## src/rtl/gptim_mc_if.sv

```systemverilog
// Peripheral bus bundle for the gptim_mc timer block: byte-addressed
// register reads and writes with byte strobes and a registered read port.
interface gptim_mc_if #(
    parameter int ADDR_WIDTH = 5
) ();
    logic [ADDR_WIDTH-1:0] addr;
    logic                  rd_en;
    logic                  wr_en;
    logic [31:0]           wr_data;
    logic [3:0]            wr_strobe;
    logic [31:0]           rd_data;

    modport master (
        output addr, rd_en, wr_en, wr_data, wr_strobe,
        input  rd_data
    );

    modport slave (
        input  addr, rd_en, wr_en, wr_data, wr_strobe,
        output rd_data
    );
endinterface

```

## src/rtl/gptim_mc.sv

```systemverilog
// Multi-channel general-purpose timer: per-channel prescaler, auto-reload,
// continuous or one-shot mode and a write-1-to-clear interrupt flag.
module gptim_mc #(
    parameter int CHANNELS    = 2,
    parameter int WIDTH       = 32,
    parameter int PRESC_WIDTH = 16,
    parameter int ADDR_WIDTH  = (4 + $clog2(CHANNELS) < 4) ? 4 : 4 + $clog2(CHANNELS)
) (
    input  logic                clk,
    input  logic                rst_n,
    gptim_mc_if.slave           bus,
    output logic [CHANNELS-1:0] irq
);

    function automatic logic [31:0] byte_mask(input logic [3:0] strb);
        logic [31:0] m;
        for (int b = 0; b < 4; b++) m[8*b +: 8] = {8{strb[b]}};
        return m;
    endfunction

    logic [ADDR_WIDTH-1:0] win;
    logic [1:0]            off;
    logic                  chan_ok;
    logic [31:0]           wmask;
    logic [31:0]           rd_word [CHANNELS][4];
    logic [31:0]           rd_next;

    // Each channel owns a 16-byte window; win is the window index.
    assign win     = bus.addr >> 4;
    assign off     = bus.addr[3:2];
    assign chan_ok = win < ADDR_WIDTH'(CHANNELS);
    assign wmask   = byte_mask(bus.wr_strobe);

    for (genvar n = 0; n < CHANNELS; n++) begin : g_ch
        logic                   en, oneshot, ie, iflag;
        logic [PRESC_WIDTH-1:0] psc, psc_cnt;
        logic [WIDTH-1:0]       arr, cnt;
        logic                   sel, wr_ctrl, wr_psc, wr_arr, wr_cnt;
        logic                   ctrl_lo, if_clr, tick, overflow;

        assign sel      = bus.wr_en && chan_ok && (win == ADDR_WIDTH'(n));
        assign wr_ctrl  = sel && (off == 2'd0);
        assign wr_psc   = sel && (off == 2'd1);
        assign wr_arr   = sel && (off == 2'd2);
        assign wr_cnt   = sel && (off == 2'd3);
        assign ctrl_lo  = wr_ctrl && bus.wr_strobe[0];
        assign if_clr   = wr_ctrl && bus.wr_strobe[1] && bus.wr_data[8];
        assign tick     = en && (psc_cnt == psc);
        // A software CNT write in the same cycle swallows the tick entirely.
        assign overflow = tick && (cnt == arr) && !wr_cnt;

        always_ff @(posedge clk or negedge rst_n) begin
            if (!rst_n) begin
                en      <= 1'b0;
                oneshot <= 1'b0;
                ie      <= 1'b0;
                iflag   <= 1'b0;
                psc     <= '0;
                arr     <= '0;
                cnt     <= '0;
                psc_cnt <= '0;
            end else begin
                if (ctrl_lo) begin
                    en      <= bus.wr_data[0];
                    oneshot <= bus.wr_data[1];
                    ie      <= bus.wr_data[2];
                end else if (overflow && oneshot) begin
                    en <= 1'b0;
                end

                if (overflow)    iflag <= 1'b1;
                else if (if_clr) iflag <= 1'b0;

                if (wr_psc)
                    psc <= (psc & ~wmask[PRESC_WIDTH-1:0])
                         | (bus.wr_data[PRESC_WIDTH-1:0] & wmask[PRESC_WIDTH-1:0]);
                if (wr_arr)
                    arr <= (arr & ~wmask[WIDTH-1:0]) | (bus.wr_data[WIDTH-1:0] & wmask[WIDTH-1:0]);

                // Past-ARR counts wrap modulo 2^WIDTH without raising IF.
                if (wr_cnt)
                    cnt <= (cnt & ~wmask[WIDTH-1:0]) | (bus.wr_data[WIDTH-1:0] & wmask[WIDTH-1:0]);
                else if (tick)
                    cnt <= (cnt == arr) ? '0 : cnt + WIDTH'(1);

                if (wr_psc || (ctrl_lo && !bus.wr_data[0]))
                    psc_cnt <= '0;
                else if (en)
                    psc_cnt <= tick ? '0 : psc_cnt + PRESC_WIDTH'(1);
            end
        end

        assign irq[n]        = iflag & ie;
        assign rd_word[n][0] = {23'd0, iflag, 5'd0, ie, oneshot, en};
        assign rd_word[n][1] = 32'(psc);
        assign rd_word[n][2] = 32'(arr);
        assign rd_word[n][3] = 32'(cnt);
    end

    always_comb begin
        rd_next = '0;
        for (int n = 0; n < CHANNELS; n++)
            if (chan_ok && (win == ADDR_WIDTH'(n))) rd_next = rd_word[n][off];
    end

    // Reads sample register state before any same-cycle write lands.
    always_ff @(posedge clk or negedge rst_n) begin
        if (!rst_n)          bus.rd_data <= '0;
        else if (bus.rd_en)  bus.rd_data <= rd_next;
    end

endmodule

```

## src/flat_wrapper.sv

```systemverilog
// flat-port wrapper written by rule: the top's interface ports become plain ports
module gptim_mc_flat 
#(
    parameter int CHANNELS    = 2,
    parameter int WIDTH       = 32,
    parameter int PRESC_WIDTH = 16,
    parameter int ADDR_WIDTH  = (4 + $clog2(CHANNELS) < 4) ? 4 : 4 + $clog2(CHANNELS)
)
  (clk, rst_n, irq, bus_addr, bus_rd_en, bus_wr_en, bus_wr_data, bus_wr_strobe, bus_rd_data);
  gptim_mc_if #(.ADDR_WIDTH(ADDR_WIDTH)) bus_i ();
  input  logic clk;
  input  logic rst_n;
  output logic [CHANNELS-1:0] irq;
  input wire logic [$bits(bus_i.addr)-1:0] bus_addr;
  input wire logic [$bits(bus_i.rd_en)-1:0] bus_rd_en;
  input wire logic [$bits(bus_i.wr_en)-1:0] bus_wr_en;
  input wire logic [$bits(bus_i.wr_data)-1:0] bus_wr_data;
  input wire logic [$bits(bus_i.wr_strobe)-1:0] bus_wr_strobe;
  output wire logic [$bits(bus_i.rd_data)-1:0] bus_rd_data;
  assign bus_i.addr = bus_addr;
  assign bus_i.rd_en = bus_rd_en;
  assign bus_i.wr_en = bus_wr_en;
  assign bus_i.wr_data = bus_wr_data;
  assign bus_i.wr_strobe = bus_wr_strobe;
  assign bus_rd_data = bus_i.rd_data;
  gptim_mc #(.CHANNELS(CHANNELS), .WIDTH(WIDTH), .PRESC_WIDTH(PRESC_WIDTH), .ADDR_WIDTH(ADDR_WIDTH)) u_core (.clk(clk), .rst_n(rst_n), .bus(bus_i), .irq(irq));
endmodule
```

## config.mk

```make
export PLATFORM = sky130hd
export DESIGN_NAME = gptim_mc_flat
export DESIGN_NICKNAME = d
export VERILOG_FILES = /design/src/rtl/gptim_mc_if.sv /design/src/rtl/gptim_mc.sv /design/src/flat_wrapper.sv
export SDC_FILE = /design/constraint.sdc
export NUM_CORES = 1
export LEC_CHECK = 0
export CAP_MARGIN = 10
export CORE_UTILIZATION = 46
export DETAILED_ROUTE_END_ITERATION = 8
export SYNTH_ARGS = -nofsm -noshare
export SYNTH_HDL_FRONTEND = slang
export SYNTH_SLANG_ARGS = --single-unit
```

## constraint.sdc

```tcl
create_clock -name clk -period 2.5 [get_ports clk]
set_input_delay 0.5 -clock clk [delete_from_list [all_inputs] [get_ports clk]]
set_output_delay 0.5 -clock clk [all_outputs]
set_load 0.1 [all_outputs]
```

==> metrics.md <==
| Metric | Value |
|---|---|
| Largest net degree at the start of global routing | `between 70 and 80` |
| Avg Inst Size Synth | `between 10 and 15 um2` |
| Total grt overflow | `0` |
| Clock skew | `about 14 ps` |
| Worst path required time | `a little under 3000 ps` |
| Dominant synthesized flop cell | `dfrtp_1` |
| Critical path cell sequence | `xnor2_1, nand4_1, nor4_4, buf_4, a21o_1, nand3_1, o311ai_0` |
| F_max | `roughly 420 MHz` |
| Critical path's largest stage delay | `450 ps` |
| Peak VDD IR | `about 0.57 mV` |
| RSZ-0062 raised after global routing | `no` |
| DIE WIDTH | `175 um` |
| Crit. End Element | `flip-flop` |
| First-pass GRT wire length | `slightly below 70000 um` |
| Vias in the first global route | `between 10000 and 15000` |
| Layout cells sized above 1 | `between 20% and 30%` |
| CTS clk-pin slew, worst paths | `60 ps` |
| Seq/Total Area, Yosys | `~42%` |
| Num rows | `62` |
| CP top delay family | `simple AND/OR/NAND/NOR gates` |
| Drt wl/cell | `~23 um` |
| Clk root buf | `clkbuf_16` |
| Post-synth EDFFs | `0` |
| Min cycle time layout | `2370 ps` |
| Clock Tree Buf Depth | `3` |
| R2R depth | `7` |
| Worst hold-check path type | `in2async` |
| 1st-iter DRT viols | `around 1400` |
| PwrDens | `between 700 and 800 mW/mm2` |
| Port Buf Inserts | `76` |
| Met1 wire length | `slightly above 20000 um` |
| Core Box Area | `between 0.02 and 0.03 mm2` |
| Total length of routed met3 wires | `between 3000 and 4000 um` |
| Initial antenna violation count | `1` |
| R2R Setup Slk | `about 130 ps` |
| Clock tree from TritonCTS | `yes` |
| Net Count, Synth | `1418` |
| CP arrival | `2800 ps` |
| CTS buffer count | `27` |
| Final setup vio count | `0` |
| Pre-antenna DRT Iters | `6` |
| Post-route setup slack | `around 130 ps` |
| Max-slew headroom | `54.3%` |
| Syn-to-layout area delta | `22.5%` |
| Worst setup path class | `reg2reg` |
| Synth Register Bits | `~230` |
| Slew Viols, Final | `0` |
| Post-synthesis cell type count | `between 70 and 80` |
| Crit start category | `flip-flop` |
| Tcrit/Tclk final | `95.0%` |
| Initial Utilization | `47.3%` |
| Vias | `between 10000 and 15000` |
| Total of max-cap violations | `0` |
| Die height | `about 170 um` |
| H-tree levels | `1` |
| Top Metal Used | `met4` |
| Setup_tns | `0 ps` |
| Tot GR Track Use | `a little under a third` |
| Final Core Density | `between 50% and 60%` |
| Critical Path Fanout Max | `7` |
| Final ANT Viol Nets | `0` |
| Ys async rst share | `100%` |
| GPL Wtd Cong | `0.965` |
| DRC | `0` |
| Vias per inst | `between 6 and 7` |
| Post-Synthesis Cell Area | `~0.014 mm2` |
| Leak | `between 6 and 7 nW` |
| CP max stage cell | `dfrtp_1` |
| Hold Fails Final Rpt | `0` |
| Clk sinks | `between 200 and 250` |
| Skew-Pair Late Insertion Delay | `between 500 and 600 ps` |
| Pre-CTS setup slack | `-353 ps` |
| Status | `completed` |
| Nets | `roughly 1600` |
| Die area | `~0.03 mm2` |
| Routed wl met2 | `approximately 20000 um` |
| Synth Instances | `1369` |
| WL final | `45500 um` |
| IO Pins | `79` |
| Diode count | `0` |
| Post-DP HPWL | `about 35000 um` |
| Yosys warns | `0` |
| WP buf/inv | `1` |
| Least-Margin Pin Slew | `slightly below 700 ps` |
metrics by stage:
step                area [um2]  instances  power, W  hold slack [ps]
finish                   16800       1962    0.0133              411
global route             16800       1962    0.0138              429
CTS                      16800       1962    0.0133              414
detailed placement       15800       1911   0.00902              387
global placement         15800       1911   0.00894              379
floorplan                13700       1369   0.00754              204
how the worst max path moves through the flow:
stage	slack [ps]	depth (start not counted)	end	startpoint
after global routing	3	8	flip-flop	flip-flop
after CTS	80	7	flip-flop	flip-flop
after detailed placement	-350	6	flip-flop	bus_addr[4]
after floorplan	210	8	flip-flop	bus_addr[3]
after global placement	-320	6	flip-flop	bus_addr[4]
final	130	7	flip-flop	flip-flop
area by class of cell:
type	instances	area (um2)
multi-input combinational	992	7320
fill	2544	12200
clock inverter	14	190
sequential	232	5810
timing repair buffer	240	2010
clock buffer	36	759
inverter	64	240
tap	384	480
layer usage:
| metal | vias up | GRT usage (%) |
|---|---|---|
| met1 | 5957 | 44.8 |
| met5 | - | 0 |
| li1 | 5391 | - |
| met4 | 0 | 8.48 |
| met3 | 73 | 4.55 |
| met2 | 539 | 45.3 |
kinds of logic (layout without fill, tap and decap cells):
group                      count (synthesis)  after routing  share of synthesized area (%)
DFF                                      232            232                           42.3
muxes                                    153            153                           14.5
AOI/OAI and AO/OA                        248            248                           12.5
xor gates and xnor gates                 116            116                           7.40
adders and majority gates                  4              4                          0.365
and+or+nand+nor                          471            471                           18.4
buffers and inverters                    145            354                           4.51
Yosys cell counts, drive strengths merged (3+ instances only):
| cell | count | area (um2) |
|---|---|---|
| dfrtp | 232 | 5810 |
| nand2 | 130 | 488 |
| mux2 | 126 | 1420 |
| xnor2 | 94 | 823 |
| nand3 | 78 | 390 |
| nor2 | 77 | 289 |
| inv | 64 | 240 |
| o21ai | 61 | 305 |
| nand4 | 53 | 353 |
| clkbuf | 49 | 189 |
| a21oi | 40 | 208 |
| buf | 32 | 190 |
| a221oi | 25 | 219 |
| a22oi | 24 | 180 |
| and2 | 24 | 150 |
| mux4 | 24 | 544 |
| xor2 | 22 | 193 |
| and3 | 18 | 113 |
| nor4 | 16 | 185 |
| o311ai | 15 | 131 |
| a211oi | 13 | 97.6 |
| nor3 | 13 | 75.1 |
| nand2b | 12 | 75.1 |
| a31oi | 11 | 68.8 |
| o211ai | 11 | 82.6 |
| a32oi | 9 | 78.8 |
| and4 | 8 | 70.1 |
| nand3b | 8 | 60.1 |
| nor2b | 7 | 43.8 |
| o21a | 7 | 52.6 |
| or4 | 6 | 47.6 |
| a221o | 5 | 50.1 |
| or3 | 5 | 32.5 |
| a22o | 4 | 35.0 |
| ha | 4 | 50.1 |
| nand4b | 4 | 35.0 |
| o31ai | 4 | 30.0 |
| a21o | 3 | 22.5 |
| mux2i | 3 | 30.0 |
| o221ai | 3 | 26.3 |
| or2 | 3 | 18.8 |
| or4b | 3 | 33.8 |
layout by cell type, fill, tap and decap left out, types with 6 or more instances in the layout:
master	instances
clkinv_2	6
and2_1	24
o211ai_1	11
a22oi_1	24
and3_1	18
a32oi_1	9
a21oi_1	37
nand2b_1	12
nand2_1	130
o21a_1	7
o311ai_0	10
nand3b_1	8
nor3_1	11
nor2_1	77
dfrtp_1	231
a211oi_1	13
nand3_1	78
clkdlybuf4s50_1	38
a31oi_1	11
clkbuf_16	27
inv_1	64
mux2_2	126
buf_4	188
xnor2_1	93
nor4_1	8
buf_12	9
nor2b_1	7
nand4_1	51
mux4_2	23
o21ai_0	58
a221oi_1	25
and4_1	8
xor2_1	22
report_power, final:
group / leakage (nW) / total [W] / internal (W) / switching [W]
clock: 0.465 / 0.00425 / 0.00255 / 0.00170
sequential: 2.74 / 0.00521 / 0.00440 / 0.000809
combinational: 3.79 / 0.00382 / 0.00163 / 0.00219
timing repair:
item	CTS	global route
setup endpoints to repair	0	20
resized for setup	0	3
hold endpoints to repair	26	0
setup buffers	0	0
hold buffers	1	0
Power figures use the tool's default switching activity.
